===== src/rtl/jtframe_dly_pkg.sv =====
// jtframe_dly_pkg: state encoding and helpers shared by the jtframe_dly_ctrl delay line
package jtframe_dly_pkg;

    typedef enum logic {
        ST_FLUSH = 1'b0,
        ST_RUN   = 1'b1
    } dly_st_t;

    function automatic int unsigned depth(input int unsigned aw);
        return 32'd1 << aw;
    endfunction

    // A delay of zero would read and write the same slot, so it becomes one.
    function automatic int unsigned dly_clamp(input int unsigned d);
        return (d == 32'd0) ? 32'd1 : d;
    endfunction

endpackage


===== src/rtl/jtframe_dly_ram.sv =====
// jtframe_dly_ram: simple dual-port sample buffer, one write port and one registered read port, both gated by cen
module jtframe_dly_ram
    import jtframe_dly_pkg::*;
#(
    parameter int DW = 8,
    parameter int AW = 6
) (
    input  logic          clk,
    input  logic          cen,
    input  logic [AW-1:0] i_waddr,
    input  logic [AW-1:0] i_raddr,
    input  logic [DW-1:0] i_din,
    output logic [DW-1:0] o_q
);

    logic [DW-1:0] r_mem [depth(AW)];
    logic [DW-1:0] r_q;

    // Write and registered read share the cen; a colliding read returns the old word.
    always_ff @(posedge clk) begin
        if (cen) begin
            r_mem[i_waddr] <= i_din;
            r_q            <= r_mem[i_raddr];
        end
    end

    assign o_q = r_q;

endmodule


===== src/rtl/jtframe_dly_ctrl.sv =====
// jtframe_dly_ctrl: run-time programmable BRAM delay line; JTFRAME_DLY_HOLD_EN keeps the last output during flush
module jtframe_dly_ctrl
    import jtframe_dly_pkg::*;
#(
    parameter int DW      = 8,
    parameter int AW      = 6,
    parameter int DLY_RST = 4
) (
    input  logic          clk,
    input  logic          rst_n,
    input  logic          cen,
    input  logic [DW-1:0] din,
    input  logic [AW-1:0] dly,
    input  logic          dly_we,
    output logic          busy,
    output logic [DW-1:0] dout,
    output logic          dout_valid
);

    localparam logic [AW-1:0] DLY_INIT = AW'(DLY_RST);

    dly_st_t       r_st, w_st_nxt;
    logic [AW-1:0] r_wr_ptr, r_dly_cur, r_cnt;
    logic [AW-1:0] w_dly_cur_nxt, w_cnt_nxt, w_dly_ld, w_raddr;
    logic          r_src, r_valid;
    logic [DW-1:0] w_q, w_hold;

    assign w_dly_ld = AW'(dly_clamp(32'(dly)));
    assign w_raddr  = r_wr_ptr - r_dly_cur;

    jtframe_dly_ram #(.DW(DW), .AW(AW)) u_ram (
        .clk     (clk),
        .cen     (cen),
        .i_waddr (r_wr_ptr),
        .i_raddr (w_raddr),
        .i_din   (din),
        .o_q     (w_q)
    );

    // A load always restarts the flush; otherwise each cen in FLUSH counts down towards RUN.
    always_comb begin
        w_st_nxt      = r_st;
        w_cnt_nxt     = r_cnt;
        w_dly_cur_nxt = r_dly_cur;
        if (dly_we) begin
            w_st_nxt      = ST_FLUSH;
            w_cnt_nxt     = w_dly_ld;
            w_dly_cur_nxt = w_dly_ld;
        end else if (cen && r_st == ST_FLUSH) begin
            w_cnt_nxt = r_cnt - 1'b1;
            if (r_cnt == AW'(1))
                w_st_nxt = ST_RUN;
        end
    end

    // FSM state, flush counter and active delay.
    always_ff @(posedge clk or negedge rst_n) begin
        if (!rst_n) begin
            r_st      <= ST_FLUSH;
            r_cnt     <= DLY_INIT;
            r_dly_cur <= DLY_INIT;
        end else begin
            r_st      <= w_st_nxt;
            r_cnt     <= w_cnt_nxt;
            r_dly_cur <= w_dly_cur_nxt;
        end
    end

    // Write pointer and output qualifiers advance with cen; a load drops valid at once.
    always_ff @(posedge clk or negedge rst_n) begin
        if (!rst_n) begin
            r_wr_ptr <= '0;
            r_src    <= 1'b0;
            r_valid  <= 1'b0;
        end else begin
            if (cen) begin
                r_wr_ptr <= r_wr_ptr + 1'b1;
                r_src    <= (r_st == ST_RUN);
            end
            if (dly_we)
                r_valid <= 1'b0;
            else if (cen)
                r_valid <= (r_st == ST_RUN);
        end
    end

`ifdef JTFRAME_DLY_HOLD_EN
    logic [DW-1:0] r_hold;

    // Track the presented sample so a flush keeps showing the last RUN value.
    always_ff @(posedge clk or negedge rst_n) begin
        if (!rst_n)
            r_hold <= '0;
        else if (cen)
            r_hold <= dout;
    end

    assign w_hold = r_hold;
`else
    assign w_hold = '0;
`endif

    assign busy       = (r_st == ST_FLUSH);
    assign dout       = r_src ? w_q : w_hold;
    assign dout_valid = r_valid;

endmodule


===== config.mk =====
export PLATFORM = sky130hd
export DESIGN_NAME = jtframe_dly_ctrl
export DESIGN_NICKNAME = d
export VERILOG_FILES = /design/src/rtl/jtframe_dly_pkg.sv /design/src/rtl/jtframe_dly_ram.sv /design/src/rtl/jtframe_dly_ctrl.sv
export SDC_FILE = /design/constraint.sdc
export NUM_CORES = 1
export LEC_CHECK = 0
export CORE_MARGIN = 2
export CORE_UTILIZATION = 45
export DETAILED_ROUTE_END_ITERATION = 12
export GPL_TIMING_DRIVEN = 0
export SLEW_MARGIN = 20
export SYNTH_ARGS = -nofsm -noshare
export SYNTH_HDL_FRONTEND = slang
export SYNTH_SLANG_ARGS = --single-unit

===== constraint.sdc =====
create_clock -name clk -period 4.4 [get_ports clk]
set_input_delay 0.88 -clock clk [delete_from_list [all_inputs] [get_ports clk]]
set_output_delay 0.88 -clock clk [all_outputs]
set_load 0.02 [all_outputs]

Word level (Yosys, flattened, before mapping)

Memory sizes are Yosys's and may differ from the RTL's. A register that Yosys moved wholly into a read port is not among the register bits.
Index checks and enable logic that the tools add are counted.

Bits in registers: 21
Bits in latches: 0
Bits in writable memories: 512
ROM bits: 0
Input bits: 18
Output and inout port bits: 10
Word-level logic and storage cells: 29
Memories: 1

Add/subtract/negate cells: 3
Multipliers: 0
Divide/modulo/power cells: 0
Magnitude comparators: 0
Equal/unequal tests: 1
Shift-type cells: 0
Muxes and demuxes: 11
Bitwise logic cells: 1
Reductions and logical operators: 6

Memory list:

| name        | depth | bits a word | read ports | clocked after memory_dff | wr ports | RTL line              | text |
|---|---|---|---|---|---|---|---|
| u_ram.r_mem | 64    | 8           | 1          | 1                        | 1        | jtframe_dly_ram.sv:16 | `logic [DW-1:0] r_mem [depth(AW)];` |

Operators with widths:

| cell                                              | number |
|---|---|
| two-way mux 6 bit                                 | 3 |
| two-way mux 8 bit                                 | 1 |
| two-way mux 1 bit                                 | 7 |
| adder 6 x 1 -> 6 bit (second input constant)      | 1 |
| == test 6 x 1 -> 1 bit (second input constant)    | 1 |
| logical NOT 6 bit                                 | 1 |
| nonzero test 2 bit                                | 3 |
| subtractor 6 x 1 -> 6 bit (second input constant) | 1 |
| subtractor 6 bit                                  | 1 |
| AND reduction 2 bit                               | 1 |
| logical AND 1 bit                                 | 1 |
| inverter 1 bit                                    | 1 |

Longest topological paths before layout

Depth in word-level cells: 4
Mapped depth: 11
Depth with buffers taken out: 9

Cells and area by module

Synthesis repeated with hierarchy kept, for this count alone.

Cells, all modules: 1063
Area, all modules: 21465.6 µm²

Modules (own cells, without submodules):

| module           | times used | cells an instance | area an instance (µm²) | sequential area each (µm²) |
|---|---|---|---|---|
| jtframe_dly_ram  | 1          | 940               | 20246.9                | 15615.0 |
| jtframe_dly_ctrl | 1          | 123               | 1218.7                 | 528.0 |

Worst setup path before layout

OpenSTA, ideal clock, no wires.

Path kind: register to register
From: register r_wr_ptr[0]
To: register u_ram.r_q[3] (netlist: u_ram.o_q[3]), read port of u_ram.r_mem (data pin)
Setup time: 260 ps
Arrival: 2807 ps
Data required time: 4140 ps
Setup slack: 1333 ps
Stages on the path, launching flop included: 12
Buffers on the path: 3
Clock period less this slack: 3067 ps
Path through: dfrtp_1 clkbuf_1 inv_1 ha_1 fa_1 buf_2 clkbuf_1 mux4_2 mux2i_1 mux2_2 mux2i_1 mux2_2

Longest elaborated chain between the ends: 1

RTL lines:

| what                     | RTL line               | text |
|---|---|---|
| start: declaration       | jtframe_dly_ctrl.sv:23 | `logic [AW-1:0] r_wr_ptr, r_dly_cur, r_cnt;` |
| start signal: assignment | jtframe_dly_ctrl.sv:77 | `r_wr_ptr <= r_wr_ptr + 1'b1;` |
| subtractor 6 bit         | jtframe_dly_ctrl.sv:29 | `assign w_raddr = r_wr_ptr - r_dly_cur;` |
| end: declaration         | jtframe_dly_ram.sv:17  | `logic [DW-1:0] r_q;` |

Every way passes these cells.
A chain may end at the register's enable or synchronous reset.

Final worst setup path

From: register r_wr_ptr[0]
To: register u_ram.r_q[2] (netlist: u_ram.o_q[2]), read port of u_ram.r_mem (data pin)

The elaborated chain is that of the path after synthesis.

==> out/results.tsv <==
metric	value	unit
post-place setup slack	-0.102	ns
syn_area_per_cell	21.1	um2
DRT Wirelength	46.4	mm
CP top delay family	buffers and inverters	
synthesized cell area	0.0216	mm2
worst path cell trace	clkbuf_1 -> inv_1 -> ha_1 -> fa_1 -> buf_2 -> clkbuf_1 -> mux4_2 -> mux2i_1 -> mux2_2 -> mux2i_1 -> mux2_2	
IO Port Bufs	26	
TritonCTS clock tree	yes	
Ant. Diodes	0	
slowest CP cell	clkbuf_1	
setup bufs post-CTS	0	
number of flops mapped to enable cells by yosys	520	
final critical-path setup slack	0.275	ns
Post-synth top flop	edfxtp_1	
max-slew violation count	0	
CP max FO	10	
largest net degree at the start of global routing	65	
MaxCap Viol Count	0	
Vias/cell	5.60	
core area	0.0475	mm2
Slew @ Worst Pin	1.01	ns
Die H	223	um
min-delay worst type	reg2reg	
Synth Warn #	0	
library cells used by synthesis	41	
I/O pins	28	
dpl hpwl	28.4	mm
antenna violations before repair	2	
Die Wd	223	um
max_slew headroom	31.9	%
vias in the first global route	10300	
Hold Vio Cnt, Final	0	
post-synth top area cell	edfxtp_1	
DR WL/cell	26.2	um
clk root buf	clkbuf_16	
WP buf/inv	4	
total power draw	17.6	mW
most frequent cells in the layout	edfxtp_1 (520), mux4_2 (128), mux2i_1 (80)	
Final GP Congestion	0.774	
fmax	0.242	GHz
Setup crit start kind	register	
fin nets	1137	
outcome	completed	
Required @ worst endpoint	4.74	ns
Cell Rows	80	
minimum clock period	4.12	ns
residual DRC count	0	
most common cell after layout, fill and taps aside	edfxtp_1	
first-pass GRT wire length	67.8	mm
Via Count	9898	
crit path DAT	4.47	ns
Area Overhead vs Synth	12.7	%
Final period util	93.7	%
CTS buffer count	55	
post-CTS sizing	0	
Starting Density	45.5	%
die footprint	0.0498	mm2
Final setup viols	0	
crit end category	register	
post-cts hold buffer count	0	
H-tree depth	2	
Detailed Route Iter0 Violations	843	
ANT nets after route	0	
synthesized instance count	1027	
top cells by area, synth	edfxtp_1 (72%), mux4_2 (13%), mux2i_1 (3.7%)	
WS Path Type	reg2reg	
later-pin clock latency in the skew report	0.59	ns
Async SR Flop Fraction	3.88	%
Synth Register Bits	541	
filler instances	3756	
Clock Sinks	541	
clk slew on worst S/H paths	0.06	ns
global route overflow	0	
leakage power	7.89	nW
CTS max path bufs	3	
Setup TNS	0	ns
sequential-to-total area share from yosys stat	74.6	%
Worst path max stage delay	0.63	ns
syn_nets	1054	
worst vdd ir	0.349	mV
pwr dens	722	mW/mm2
Clock Skew	0.0160	ns
share of cells above drive strength 1	25.0	%
Synth top area share	72.2	%
DRT Pass-1 Iters	5	
RSZ-0062 raised after global routing	false	
gr usage total	19.0	%
-- cells by family (layout without fill, tap and decap cells) --
| group | after synthesis | in the layout | share of synthesized area [%] |
|---|---|---|---|
| AO/OA/AOI/OAI | 23 | 23 | 0.602 |
| XOR/XNOR | 13 | 13 | 0.648 |
| adder cells (fa/ha/maj) | 9 | 9 | 0.555 |
| buffers and inverters | 64 | 190 | 1.76 |
| flip-flops | 541 | 541 | 74.6 |
| multiplexers | 248 | 248 | 19.1 |
| AND/OR/NAND/NOR | 129 | 129 | 2.68 |
-- worst min-delay path, cell delays in order (launching register included) --
cell     delay [ns]
dfstp_2        0.36
inv_1          0.07
o21ai_0        0.09
-- area by class of cell --
class	count	area, um2	share of cell area, %
inverter	12	45.0	0.185
buffer	52	335	1.38
multi-input combinational	422	5110	21.0
timing repair buffer	26	240	0.985
tap	615	769	3.16
sequential	541	16100	66.2
clock inverter	28	230	0.944
clock buffer	72	1500	6.16
-- power breakdown --
part	internal, mW	total, mW	leakage (nW)	switching (mW)
clock network	2.62	4.49	0.849	1.87
logic	3.33	7.09	2.10	3.76
registers	5.97	6.03	4.94	0.0680
-- synthesized netlist by cell type (3+ instances only) --
cell / number
a21oi_1: 5
and2_1: 8
buf_2: 12
buf_4: 6
buf_8: 6
clkbuf_1: 24
dfrtp_1: 19
edfxtp_1: 520
ha_1: 8
inv_1: 12
mux2_2: 40
mux2i_1: 80
mux4_2: 128
nand2_1: 18
nand2b_1: 3
nand3_1: 6
nand4_1: 4
nor2_1: 73
nor2b_1: 4
nor3_1: 3
o21ai_0: 14
xnor2_1: 7
xor2_1: 4
-- layer usage --
layer	part of all wire, %	wire [um]	up-vias	GRT usage (%)
li1	-	-	4347	-
met1	43	19800	5232	26.6
met2	49	22800	251	30.9
met3	5.7	2660	66	3.38
met4	2.2	1040	2	5.67
met5	0.035	16	-	0
-- registers in the layout, summed over array words and instances, names as in the netlist --
| name | cells |
|---|---|
| dout_valid | 1 |
| r_cnt | 6 |
| r_dly_cur | 6 |
| r_src | 1 |
| r_st | 1 |
| r_wr_ptr | 6 |
| u_ram.o_q | 8 |
| u_ram.r_mem | 512 |
-- metrics by stage --
stage | std cells | util (%) | hold WS [ns] | cell area [um2]
2_1_floorplan | 1027 | - | 0.464 | 21600
3_3_place_gp | 1668 | 47.7 | 0.511 | 22700
3_5_place_dp | 1668 | 47.6 | 0.516 | 22600
4_1_cts | 1768 | 51.3 | 0.527 | 24400
5_1_grt | 1768 | 51.3 | 0.558 | 24400
6_report | 1768 | 51.3 | 0.519 | 24400
-- path summary, 6_finish.rpt --
path	start	end	slack, ns	depth (start not counted)
max reg2reg	r_wr_ptr[0]	u_ram.o_q[2]	0.28	11
max	r_wr_ptr[0]	u_ram.o_q[2]	0.28	11
min reg2reg	r_dly_cur[2]	r_dly_cur[2]	0.52	2
min in group asynchronous	rst_n	dout_valid	0.82	1
min	r_dly_cur[2]	r_dly_cur[2]	0.52	2
max in group asynchronous	rst_n	r_dly_cur[3]	2.99	1
Power figures use the tool's default switching activity.
